[src/rtl/ov7670_capture.sv]
// OV7670 capture stage: pairs RGB565 camera bytes into RGB444 pixels and drives
// a linear frame-buffer write port, with whole-frame gating at VSYNC and error flags.
module ov7670_capture #(
  parameter int H_ACTIVE          = 320,
  parameter int V_ACTIVE          = 240,
  parameter bit VSYNC_ACTIVE_HIGH = 1'b1
) (
  input  logic        wr_clk,
  input  logic        rst_n,
  input  logic        capture_en,
  input  logic        cam_vsync,
  input  logic        cam_href,
  input  logic [7:0]  cam_data,
  output logic [11:0] data_out,
  output logic [16:0] wraddress,
  output logic        wren,
  output logic        frame_done,
  output logic        frame_err,
  output logic [7:0]  frame_count
);

  localparam int CW = $clog2(H_ACTIVE + 1);
  localparam int LW = $clog2(V_ACTIVE + 1);
  localparam logic [CW-1:0] COL_MAX  = CW'(H_ACTIVE);
  localparam logic [LW-1:0] LINE_MAX = LW'(V_ACTIVE);

  typedef enum logic [1:0] {
    WAIT_VSYNC = 2'd0,
    WAIT_FRAME = 2'd1,
    ACTIVE     = 2'd2
  } state_t;

  state_t        state, state_nxt;
  logic [1:0]    rst_pipe;
  logic          rst_sync_n;
  logic          vs_q, href_q;
  logic          phase, phase_nxt;
  logic          err, err_nxt;
  logic [CW-1:0] col, col_nxt;
  logic [LW-1:0] line, line_nxt;
  logic [6:0]    byte0, byte0_nxt;
  logic [11:0]   data_nxt;
  logic [16:0]   addr_nxt;
  logic          wren_nxt, done_nxt, ferr_nxt;
  logic [7:0]    fcount_nxt;
  logic          vs_act, vs_rise, vs_fall, href_fall;
  logic [11:0]   pixel;
  logic [16:0]   pix_addr;

  // Reset asserts asynchronously but is released in step with wr_clk.
  always_ff @(posedge wr_clk or negedge rst_n) begin
    if (!rst_n) begin
      rst_pipe <= 2'b00;
    end else begin
      rst_pipe <= {rst_pipe[0], 1'b1};
    end
  end

  assign rst_sync_n = rst_pipe[1];

  assign vs_act    = cam_vsync ~^ VSYNC_ACTIVE_HIGH;
  assign vs_rise   = vs_act & ~vs_q;
  assign vs_fall   = ~vs_act & vs_q;
  assign href_fall = href_q & ~cam_href;

  // byte0 keeps only R[4:1] and G[5:3]; cam_data is the second byte here.
  assign pixel    = {byte0[6:3], byte0[2:0], cam_data[7], cam_data[4:1]};
  assign pix_addr = 17'(line) * 17'(H_ACTIVE) + 17'(col);

  // Next-state and next-output computation for the capture FSM.
  always_comb begin
    state_nxt  = state;
    line_nxt   = line;
    col_nxt    = col;
    phase_nxt  = phase;
    err_nxt    = err;
    byte0_nxt  = byte0;
    data_nxt   = data_out;
    addr_nxt   = wraddress;
    wren_nxt   = 1'b0;
    done_nxt   = 1'b0;
    ferr_nxt   = 1'b0;
    fcount_nxt = frame_count;
    case (state)
      WAIT_VSYNC: begin
        if (vs_act) begin
          state_nxt = WAIT_FRAME;
        end else begin
          state_nxt = WAIT_VSYNC;
        end
      end
      WAIT_FRAME: begin
        if (vs_fall && capture_en) begin
          state_nxt = ACTIVE;
          line_nxt  = '0;
          col_nxt   = '0;
          phase_nxt = 1'b0;
          err_nxt   = 1'b0;
        end else begin
          state_nxt = WAIT_FRAME;
        end
      end
      ACTIVE: begin
        if (cam_href) begin
          if (!phase) begin
            byte0_nxt = {cam_data[7:4], cam_data[2:0]};
            phase_nxt = 1'b1;
          end else begin
            phase_nxt = 1'b0;
            if ((col < COL_MAX) && (line < LINE_MAX)) begin
              wren_nxt = 1'b1;
              data_nxt = pixel;
              addr_nxt = pix_addr;
            end else begin
              err_nxt = 1'b1;
            end
            if (col != COL_MAX) begin
              col_nxt = col + CW'(1);
            end else begin
              col_nxt = col;
            end
          end
        end else begin
          phase_nxt = 1'b0;
          if (href_fall) begin
            // A dangling first byte (phase still 1) means an odd byte count.
            if ((col != COL_MAX) || phase) begin
              err_nxt = 1'b1;
            end else begin
              err_nxt = err;
            end
            if ((col != '0) && (line != LINE_MAX)) begin
              line_nxt = line + LW'(1);
            end else begin
              line_nxt = line;
            end
            col_nxt = '0;
          end else begin
            col_nxt = col;
          end
        end
        // Frame end sees the line accounting of this same cycle.
        if (vs_rise) begin
          state_nxt  = WAIT_FRAME;
          done_nxt   = 1'b1;
          ferr_nxt   = err_nxt | (line_nxt != LINE_MAX);
          fcount_nxt = frame_count + 8'd1;
        end else begin
          state_nxt = ACTIVE;
        end
      end
      default: begin
        state_nxt = WAIT_VSYNC;
      end
    endcase
  end

  // State, counters and registered outputs.
  always_ff @(posedge wr_clk or negedge rst_sync_n) begin
    if (!rst_sync_n) begin
      state       <= WAIT_VSYNC;
      vs_q        <= 1'b0;
      href_q      <= 1'b0;
      phase       <= 1'b0;
      err         <= 1'b0;
      col         <= '0;
      line        <= '0;
      byte0       <= 7'd0;
      data_out    <= 12'd0;
      wraddress   <= 17'd0;
      wren        <= 1'b0;
      frame_done  <= 1'b0;
      frame_err   <= 1'b0;
      frame_count <= 8'd0;
    end else begin
      state       <= state_nxt;
      vs_q        <= vs_act;
      href_q      <= cam_href;
      phase       <= phase_nxt;
      err         <= err_nxt;
      col         <= col_nxt;
      line        <= line_nxt;
      byte0       <= byte0_nxt;
      data_out    <= data_nxt;
      wraddress   <= addr_nxt;
      wren        <= wren_nxt;
      frame_done  <= done_nxt;
      frame_err   <= ferr_nxt;
      frame_count <= fcount_nxt;
    end
  end

endmodule

[config.mk]
export PLATFORM = sky130hd
export DESIGN_NAME = ov7670_capture
export DESIGN_NICKNAME = d
export VERILOG_FILES = /design/src/rtl/ov7670_capture.sv
export SDC_FILE = /design/constraint.sdc
export NUM_CORES = 1
export LEC_CHECK = 0
export CAP_MARGIN = 20
export CELL_PAD_IN_SITES_DETAIL_PLACEMENT = 0
export CELL_PAD_IN_SITES_GLOBAL_PLACEMENT = 1
export CORE_MARGIN = 2
export CORE_UTILIZATION = 36
export DETAILED_ROUTE_END_ITERATION = 8
export PLACE_DENSITY_LB_ADDON = 0.08
export SLEW_MARGIN = 10
export SYNTH_ARGS = -nofsm -noshare
export SYNTH_HDL_FRONTEND = slang
export SYNTH_SLANG_ARGS = --single-unit
[constraint.sdc]
create_clock -name wr_clk -period 2.4 [get_ports wr_clk]
set_input_delay 0.48 -clock wr_clk [delete_from_list [all_inputs] [get_ports wr_clk]]
set_output_delay 0.48 -clock wr_clk [all_outputs]
set_load 0.005 [all_outputs]
# --- After elaboration in Yosys (flattened, before gate mapping) ---
# Cells that the tools add are included.
word_totals:
  reg_bits: 72
  input_bits: 13
classes:
  addsub: 4
  mul: 1
  magnitude_cmp: 2
  eq_ne: 9
  muxes: 35
  n_bitwise: 8
  reduce_logical: 12
op_table:
  columns: ["cell", "count"]
  rows:
  - ["9-bit two-way mux", 5]
  - ["8-bit two-way mux", 5]
  - ["1-bit two-way mux", 18]
  - ["9-bit case mux with 2 select lines", 1]
  - ["17-bit by 9-bit adder with 17-bit output", 1]
  - ["8-bit by 1-bit adder with 8-bit output, second input constant", 2]
  - ["8-bit inequality test, second input constant", 2]
  - ["8-bit case mux with 2 select lines", 1]
  - ["8-bit by 3-bit multiplier with 11-bit output, second input constant", 1]
  - ["9-bit by 1-bit adder with 9-bit output, second input constant", 1]
  - ["9-bit less-than comparator, second input constant", 1]
  - ["3-bit inequality test, second input constant", 3]
  - ["9-bit inequality test, second input constant", 1]
  - ["9-bit nonzero test", 1]
  - ["8-bit less-than comparator, second input constant", 1]
  - ["2-bit case mux with 3 select lines", 1]
  - ["5-bit AND reduction", 1]
  - ["2-bit two-way mux", 2]
  - ["1-bit NOT", 4]
  - ["1-bit case mux with 2 select lines", 2]
  - ["2-bit AND reduction", 2]
  - ["4-bit AND reduction", 1]
  - ["1-bit AND", 3]
  - ["1-bit logical AND", 3]
  - ["8 further kinds", 8]

# --- Longest topological paths before layout ---
# Gate-level depths: netlist of the first run.
logic_depth:
  ltp_word: 10
  ltp_mapped: 9
  depth_no_buf: 9

# --- Worst setup path after synthesis of the first run ---
# Ideal clock, no wire load.
synth_timing:
  path_kind: "register -> register"
  start: "register line[1]"
  end: "register wraddress[14]"
  setup_ns: 0.125
  arrival_ns: 2.443
  slack_ns: -0.168
  stages_incl_launch_ff: 10
  path_buffers: 0
  synth_period_minus_slack_ns: 2.568
  path_cell_list: "dfrtp_1 ha_1 ha_1 fa_1 xor2_1 nand2_1 or2_2 and3b_1 xor2_1 mux2_2"
synth_between:
  elab_chain_len: 3
  word_cells_on_any_way: 5
  classes_between: "add/sub (1); mul (1); order compare (1); reduce/logical (2)"
synth_rtl:
  columns: ["item", "line_no", "source"]
  rows:
  - ["from (decl)", "40", "logic [LW-1:0] line, line_nxt;"]
  - ["from (signal assigned)", "182", "line <= line_nxt;"]
  - ["branches (longest 3 deep; another with 17-bit by 9-bit adder with 17-bit output)", null, null]
  - ["to (signal assigned)", "185", "wraddress <= addr_nxt;"]
  - ["to (decl)", "15", "output logic [16:0] wraddress,"]
# Parallel ways; which one is timed is not known.
# A chain may end at the register's enable or synchronous reset.

# --- Worst setup path in the final report of the first run ---
layout_timing:
  start: "register line[3]"
  end: "register wraddress[14]"
# The elaborated chain is that of the path after synthesis.

==> results of run 1 <==
-- cell families after synthesis --
group / share of synthesized area
simple gates: 0.145
other cells: 0.00100
xor+xnor: 0.0467
compound gates: 0.147
buf+inv: 0.0247
mux: 0.0781
flops: 0.481
fa+ha+maj: 0.0774
-- flip-flops by register name (all words and copies together) (netlist names) --
signal       flops
phase            1
vs_q             1
frame_err        1
frame_done       1
byte0            7
err              1
frame_count      8
rst_pipe         2
href_q           1
data_out        12
col              9
wren             1
wraddress       17
line             8
state            2
-- layer usage --
metal,vias to the layer above,GRT usage,share of wire
met1,1394,0.218,0.49
met3,10,0.0331,0.033
met4,0,0.0630,0.019
met2,52,0.242,0.46
li1,1466,-,-
met5,-,0,0
-- power breakdown --
part / internal, mW / switching (mW)
Combinational: 0.0981 / 0.0632
Sequential: 1.27 / 0.0423
Clock: 0.491 / 0.493
-- cell usage after synthesis, types with 5 or more instances --
| cell type | number |
|---|---|
| dfrtp_1 | 72 |
| o21ai_0 | 34 |
| nand2_1 | 31 |
| mux2_2 | 26 |
| ha_1 | 20 |
| nor2_1 | 14 |
| a21oi_1 | 11 |
| inv_1 | 11 |
| xor2_1 | 11 |
| clkbuf_1 | 10 |
| and3_1 | 9 |
| nand3_1 | 9 |
| xnor2_1 | 9 |
| nand4_1 | 8 |
| nand2b_1 | 7 |
| a31oi_1 | 5 |
| nor3_1 | 5 |
| o21a_1 | 5 |
| o31ai_1 | 5 |
-- critical path, cell delays in order, from the launching register on --
cell	delay, ns
dfrtp_2	0.44
ha_4	0.23
ha_4	0.16
fa_2	0.37
xor2_2	0.15
nand2_1	0.08
or2_4	0.23
and3b_2	0.25
xor2_1	0.06
mux2_2	0.25
-- what timing repair did --
item / 4_1_cts / 5_1_grt
pin swaps: 2 / 4
gates resized for setup: 5 / 6
hold buffers: 0 / 0
setup buffers: 0 / 3
endpoints found under the setup margin: 3 / 4
-- layout make-up --
class,count,share of cell area
multi-input combinational,256,0.381
sequential,72,0.358
timing repair buffer,99,0.178
tap,136,0.0337
clock buffer,9,0.0246
clock inverter,7,0.0156
inverter,12,0.00893
-- final timing paths --
path                        startpoint             to  slack [ns]  cells after the start
max                            line[3]  wraddress[14]        0.07                      9
min                        rst_pipe[1]    data_out[8]        0.27                      0
max reg2reg                    line[3]  wraddress[14]        0.07                      9
min reg2reg                rst_pipe[1]    data_out[8]        0.27                      0
max in group asynchronous  rst_pipe[1]        line[3]        1.48                      1
min in group wr_clk        rst_pipe[0]    rst_pipe[1]        0.37                      0
==> flow_summary.json, run 1 <==
{
  "synth_flop_cell": "dfrtp_1",
  "die_width_microns": 106,
  "mostFrequentLayoutCells": "dfrtp_1 (70), clkdlybuf4s50_1 (52), buf_4 (45)",
  "cts_tree": "yes",
  "start_util": 0.366,
  "crit_arrival_ns": 2.56,
  "setup_violations": 0,
  "final_common_cell": "dfrtp_1",
  "first_global_vias": 2888,
  "drc_errors": 0,
  "critical_path_class": "flip-flop to flip-flop",
  "fin_cells": 591,
  "ant_nets": 0,
  "fp.dieH_microns": 106,
  "pre_cts_ws_ns": -0.0643,
  "fin_skew_ns": 0.0146,
  "overflow": 0,
  "drt_wl_total_mm": 8.16,
  "synthDistinctLibCells": 53,
  "fin_crit_sh": 0.972,
  "nets": 485,
  "wl_per_cell_microns": 13.8,
  "grt_max_degree": 34,
  "synth-seq-area-share": 0.481,
  "slew_viol_final": 0,
  "place_congestion": 0.844,
  "core-area_sq_um": 10200,
  "tightestPinTransition_ns": 0.567,
  "syn_area_per_cell_sq_um": 10.6,
  "synth_edf_count": 0,
  "clk_latency_ns": 0.34,
  "clock_sinks": 72,
  "hold_violations": 0,
  "required_ns": 2.63,
  "max_cap_violations": 0,
  "yosys_warnings": 0,
  "total_power_mw": 2.45,
  "cts.htree.levels": 3,
  "final_core_util": 0.493,
  "rsz0062_at_grt": "yes",
  "fmax_ghz": 0.429,
  "worst_hold_slack_ns": 0.268,
  "yosys.area.top_type": "dfrtp_1",
  "ir_worst_vdd_mv": 0.310,
  "power.density_nw_per_um2": 487,
  "antenna_found_initial": 0,
  "track_usage": 0.158,
  "clockBufferDepth": 2,
  "port-buffer-count": 52,
  "n_antenna_cell": 0,
  "nFillCells": 988,
  "yosys-top-cells-area": "dfrtp_1 (48%), mux2_2 (7.8%), ha_1 (6.7%), o21ai_0 (4.5%), nand2_1 (3.1%)",
  "netlist.area_leader.share": 0.481,
  "fin_area_sq_um": 5040,
  "die-area_sq_um": 11200,
  "hold_path.class": "flip-flop to async pin",
  "leakage_nw": 2.31,
  "status": "finished, final reports clean",
  "clk_pin_slew_worst_paths_ns": 0.09,
  "syn_area_sq_um": 3750,
  "syn_nets": 387,
  "max_slew_margin": 0.622,
  "cts_buffers": 9,
  "rows": 37,
  "grt_pass1_wl_mm": 14.2,
  "ys_ff_latch": 72,
  "area_growth_pct": 34.5,
  "regArea_sq_um": 1800,
  "synthArstFlopShare": 1.00,
  "dpl_cell_area_sq_um": 4780,
  "io_pins": 53,
  "root_buffer": "clkbuf_8",
  "dp_hpwl_mm": 6.09,
  "period_minus_slack_ns": 2.33,
  "cp_max_fo": 3,
  "multiInputGateArea_sq_um": 1920,
  "crit_path_end_kind": "flip-flop",
  "setup_ws_ns": 0.0682,
  "syn_inst": 352,
  "drt_first_pass_iters": 4,
  "setup_tns_ns": 0,
  "via_count": 2922,
  "viasPerCell": 4.94,
  "start_kind": "flip-flop",
  "drive_gt1_frac": 0.248,
  "numPlacedInstances": 572,
  "drt_iter0_markers": 76
}
No activity file was read; power rests on OpenSTA's default activity.
==> run 2, diff against run 1 <==
--- a/config.mk
+++ b/config.mk
@@ -11,7 +11,7 @@
 export CORE_MARGIN = 2
 export CORE_UTILIZATION = 36
 export DETAILED_ROUTE_END_ITERATION = 8
-export PLACE_DENSITY_LB_ADDON = 0.08
+export PLACE_DENSITY_LB_ADDON = 0.05
 export SLEW_MARGIN = 10
 export SYNTH_ARGS = -nofsm -noshare
 export SYNTH_HDL_FRONTEND = slang
==> constraint.sdc (replaced) <==
create_clock -name wr_clk -period 2.5 [get_ports wr_clk]
set_input_delay 0.5 -clock wr_clk [delete_from_list [all_inputs] [get_ports wr_clk]]
set_output_delay 0.5 -clock wr_clk [all_outputs]
set_load 0.005 [all_outputs]
==> run 2 against run 1 <==
Net effect:
- critical endpoint is now wraddress[16]
- combinational power decreased by 2%
- clock skew is 0.0062 ns lower
- sequential share of layout area is 0.40 points higher
- register-to-register slack about the same
- highest routed layer unchanged
- flip-flop and latch count unchanged
- critical path depth decreased by 1
- sequential power shrank 4%
- setup slack improved by 0.0054 ns
==> flow_summary.json, run 2 (synthesis gave the netlist of run 1 again) <==
{
  "root_buffer": "clkbuf_8",
  "track_usage": 0.154,
  "clockBufferDepth": 2,
  "top_layer_used": "met4",
  "cp_slowest_stage_delay_ns": 0.42,
  "place_congestion": 0.781,
  "crit_chain": "ha_1 -> ha_1 -> a21o_1 -> a21oi_1 -> xnor2_1 -> and3b_2 -> o211ai_1 -> o311ai_1",
  "leakage_nw": 2.25,
  "ir_worst_vdd_mv": 0.227,
  "hold_violations": 0,
  "clock_sinks": 72,
  "tightestPinTransition_ns": 0.534,
  "r2r-start": "line[2]",
  "ant_nets": 0,
  "grt_pass1_wl_mm": 13.8,
  "r2r-end": "wraddress[16]",
  "setup_violations": 0,
  "final_common_cell": "dfrtp_1",
  "worst_hold_slack_ns": 0.252,
  "cts_tree": "yes",
  "rsz0062_at_grt": "yes",
  "port-buffer-count": 52,
  "first_global_vias": 2778,
  "mostFrequentLayoutCells": "dfrtp_1 (70), clkdlybuf4s50_1 (52), o21ai_0 (33), buf_4 (33), nand2_1 (31)",
  "regMostFlops": "wraddress",
  "power.density_nw_per_um2": 495,
  "fmax_ghz": 0.412,
  "slew_viol_final": 0,
  "cts.htree.levels": 3,
  "reg.largest.list": "wraddress (17), data_out (12), col (9)",
  "rows": 37,
  "overflow": 0,
  "core-area_sq_um": 10200,
  "cp_slowest_cell": "dfrtp_1",
  "max_cap_violations": 0,
  "antenna_found_initial": 0,
  "hold_path.class": "flip-flop to async pin",
  "cts_buffers": 9,
  "cp_max_fo": 4,
  "crit_family": "adder cells",
  "worst-path-buf-inv": 0,
  "fin_skew_ns": 0.00836,
  "crit_path_frequent_cell": "ha_1",
  "start_kind": "flip-flop",
  "setup_tns_ns": 0,
  "drt_wl_total_mm": 8.01,
  "startpoint": "line[2]",
  "wl_met2_mm": 3.58,
  "max_slew_margin": 0.644,
  "critical_path_class": "flip-flop to flip-flop",
  "wl_per_cell_microns": 13.8,
  "drt-met1-wl_mm": 4.12,
  "period_minus_slack_ns": 2.43,
  "start_util": 0.366,
  "viasPerCell": 4.97,
  "area_growth_pct": 33.0,
  "status": "finished, final reports clean",
  "largest_register_ff_count": 17,
  "setup_ws_ns": 0.0736,
  "die-area_sq_um": 11200,
  "fin_crit_sh": 0.971,
  "clk_latency_ns": 0.35,
  "fp.dieH_microns": 106,
  "io_pins": 53,
  "regToRegSetupSlack_ns": 0.07,
  "final_core_util": 0.487,
  "clk_pin_slew_worst_paths_ns": 0.08,
  "required_ns": 2.74,
  "drive_gt1_frac": 0.228,
  "crit_arrival_ns": 2.66,
  "r2r_cells": 8,
  "dp_hpwl_mm": 5.75,
  "pre_cts_ws_ns": -0.00399,
  "nets": 473,
  "numPlacedInstances": 560,
  "via_count": 2875,
  "drt_first_pass_iters": 4,
  "drt_iter0_markers": 129,
  "drc_errors": 0,
  "die_width_microns": 106,
  "grt_max_degree": 49,
  "crit_path_end_kind": "flip-flop",
  "dr_wl_met3_microns": 202,
  "n_antenna_cell": 0,
  "fin_cells": 579
}
-- run 2: worst max-delay path by stage --
| stage | slack [ns] | to | cells past startpoint |
|---|---|---|---|
| after floorplan | 0.04 | wraddress[14] | 9 |
| after global placement | 0.03 | wraddress[14] | 9 |
| after detailed placement | -0.004 | wraddress[14] | 9 |
| after CTS | 0.03 | wraddress[16] | 8 |
| after global routing | -0.08 | wraddress[16] | 8 |
| final | 0.07 | wraddress[16] | 8 |
-- run 2: metal layers --
metal	track usage	vias up
met3	0.0264	10
met1	0.222	1378
met4	0.0592	0
met2	0.232	44
met5	0	-
li1	-	1443
-- run 2: where the power goes --
group	total, mW	internal [mW]	switching [mW]
clock	1.05	0.572	0.481
sequential	1.26	1.22	0.0401
combinational	0.157	0.0935	0.0639
total	2.47	1.88	0.585
-- run 2: per-stage QoR --
| stage | total power, mW | instance area, sq um |
|---|---|---|
| floorplan | 1.35 | 3770 |
| global placement | 1.44 | 4680 |
| detailed placement | 1.44 | 4680 |
| CTS | 2.51 | 4930 |
| global route | 2.58 | 4990 |
| finish | 2.47 | 4990 |
-- run 2: cell type report --
type | instances | area [sq um]
Clock buffer | 9 | 124
Clock inverter | 7 | 103
Fill cell | 960 | 5250
Inverter | 12 | 45.0
Multi-Input combinational cell | 256 | 1930
Sequential cell | 72 | 1800
Tap cell | 136 | 170
Timing Repair Buffer | 87 | 808
-- run 2: timing repair --
| item | 4_1_cts | 5_1_grt |
|---|---|---|
| gates resized for setup | 2 | 9 |
| pin swaps | 5 | 5 |
| buffers inserted | 2 | 1 |
| hold buffers | 0 | 0 |
| setup endpoints to repair | 2 | 5 |
==> run 3, diff against run 2 <==
==> constraint.sdc (replaced) <==
create_clock -name wr_clk -period 3 [get_ports wr_clk]
set_input_delay 0.6 -clock wr_clk [delete_from_list [all_inputs] [get_ports wr_clk]]
set_output_delay 0.6 -clock wr_clk [all_outputs]
set_load 0.005 [all_outputs]
==> run 3 against run 2 <==
Net effect:
- first-iteration DRC count shrank 29%
- sequential power shrank 17%
- sequential share of layout area rose by 2.1 points
- clock skew rose by 0.0049 ns
- die area stayed put
- hold slack better by 0.028 ns
- combinational power shrank 17%
- power is 20% lower
- non-clock buffer count is 21 lower
- setup slack gained 0.17 ns
==> flow_summary.json, run 3 (synthesis gave the netlist of run 1 again) <==
{
  "cts.htree.levels": 3,
  "hold_violations": 0,
  "power.density_nw_per_um2": 417,
  "fmax_ghz": 0.363,
  "ir_worst_vdd_mv": 0.263,
  "viasPerCell": 5.03,
  "start_util": 0.366,
  "fin_skew_ns": 0.0133,
  "crit_arrival_ns": 3.01,
  "drc_errors": 0,
  "area_growth_pct": 25.7,
  "power.internal_mw": 1.48,
  "critical_path_class": "flip-flop to flip-flop",
  "final_core_util": 0.461,
  "period_minus_slack_ns": 2.76,
  "worst_hold_slack_ns": 0.280,
  "overflow": 0,
  "wl_per_cell_microns": 14.2,
  "clock_sinks": 72,
  "nFillCells": 965,
  "rows": 37,
  "antenna_found_initial": 0,
  "hold_buffers": 0,
  "pwr-share-seq": 0.530,
  "max_cap_violations": 0,
  "mostFrequentLayoutCells": "dfrtp_1 (71), clkdlybuf4s50_1 (52), o21ai_0 (34)",
  "dp_hpwl_mm": 5.59,
  "setup_tns_ns": 0,
  "regMostFlops": "wraddress",
  "setup_violations": 0,
  "crit_path_end_kind": "flip-flop",
  "fin_crit_sh": 0.919,
  "start_kind": "flip-flop",
  "n_antenna_cell": 0,
  "cts_tree": "yes",
  "root_buffer": "clkbuf_8",
  "tightestPinTransition_ns": 0.549,
  "required_ns": 3.25,
  "drt_first_pass_iters": 4,
  "grt_pass1_wl_mm": 13.7,
  "cp_max_fo": 8,
  "pre_cts_ws_ns": 0.251,
  "die-area_sq_um": 11200,
  "hold_path.class": "flip-flop to async pin",
  "cts-resized-gates": 0,
  "slew_viol_final": 0,
  "track_usage": 0.154,
  "drt_iter0_markers": 92,
  "r2r-end": "wraddress[16]",
  "max_slew_margin": 0.633,
  "port-buffer-count": 52,
  "place_congestion": 0.810,
  "leakage_nw": 2.13,
  "ant_nets": 0,
  "drt_wl_total_mm": 7.92,
  "reg.largest.list": "wraddress (17), data_out (12), col (9)",
  "r2r_cells": 9,
  "die_width_microns": 106,
  "cts_setup_buffers": 0,
  "fp.dieH_microns": 106,
  "first_global_vias": 2822,
  "p_switching_mw": 0.485,
  "grt_max_degree": 71,
  "nets": 452,
  "cts_buffers": 9,
  "via_count": 2805,
  "setup_ws_ns": 0.244,
  "clockPowerShare": 0.403,
  "clk_latency_ns": 0.35,
  "status": "finished, final reports clean",
  "final_common_cell": "dfrtp_1",
  "drive_gt1_frac": 0.161,
  "rsz0062_at_grt": "no",
  "r2r-start": "line[1]",
  "regToRegSetupSlack_ns": 0.24,
  "largest_register_ff_count": 17,
  "io_pins": 53,
  "core-area_sq_um": 10200,
  "switching_share": 0.247,
  "clk_pin_slew_worst_paths_ns": 0.09,
  "comb_power_share": 0.067,
  "clockBufferDepth": 2
}
run 3: stage by stage:
step | total power, mW | instance area, sq um | cells
detailed placement | 1.20 | 4510 | 542
floorplan | 1.12 | 3750 | 352
finish | 1.96 | 4710 | 558
CTS | 2.01 | 4710 | 558
global route | 2.07 | 4710 | 558
global placement | 1.19 | 4510 | 542
run 3: metal layers:
layer  up-vias  part of all wire  GRT usage
met5         -                 0          0
met4         0             0.017     0.0573
met3        12             0.026     0.0331
met2        38              0.47      0.247
met1      1362              0.49      0.207
li1       1393                 -          -
run 3: area by class of cell:
class | instances | area, sq um | share of cell area
Multi-Input combinational cell | 256 | 1850 | 0.393
Sequential cell | 72 | 1800 | 0.383
Timing Repair Buffer | 66 | 638 | 0.135
Tap cell | 136 | 170 | 0.0361
Clock buffer | 9 | 124 | 0.0263
Clock inverter | 7 | 78.8 | 0.0167
Inverter | 12 | 45.0 | 0.00956
run 3: worst max path at each step:
stage	start	to	slack [ns]	depth (start not counted)
floorplan	line[1]	wraddress[14]	0.43	9
global placement	line[1]	wraddress[14]	0.30	9
detailed placement	line[1]	wraddress[14]	0.25	9
CTS	line[1]	wraddress[14]	0.25	9
global route	line[1]	wraddress[16]	0.05	9
finish	line[1]	wraddress[16]	0.24	9
run 3: critical path, cell delays in order (launching register included):
cell and delay (ns):
dfrtp_1 0.48, ha_1 0.33, ha_1 0.24, fa_1 0.42, xor2_1 0.18, nand2_1 0.08, or2_2 0.29, and3b_1 0.27
o211ai_1 0.10, o311ai_1 0.26
run 3: power groups by stage:
stage          Sequential [mW]  Clock [mW]  Combinational [mW]
2_1_floorplan             1.07           0              0.0559
3_3_place_gp              1.06           0               0.134
3_5_place_dp              1.06           0               0.135
4_1_cts                   1.04       0.833               0.136
5_1_grt                   1.05       0.873               0.149
6_report                  1.04       0.792               0.131
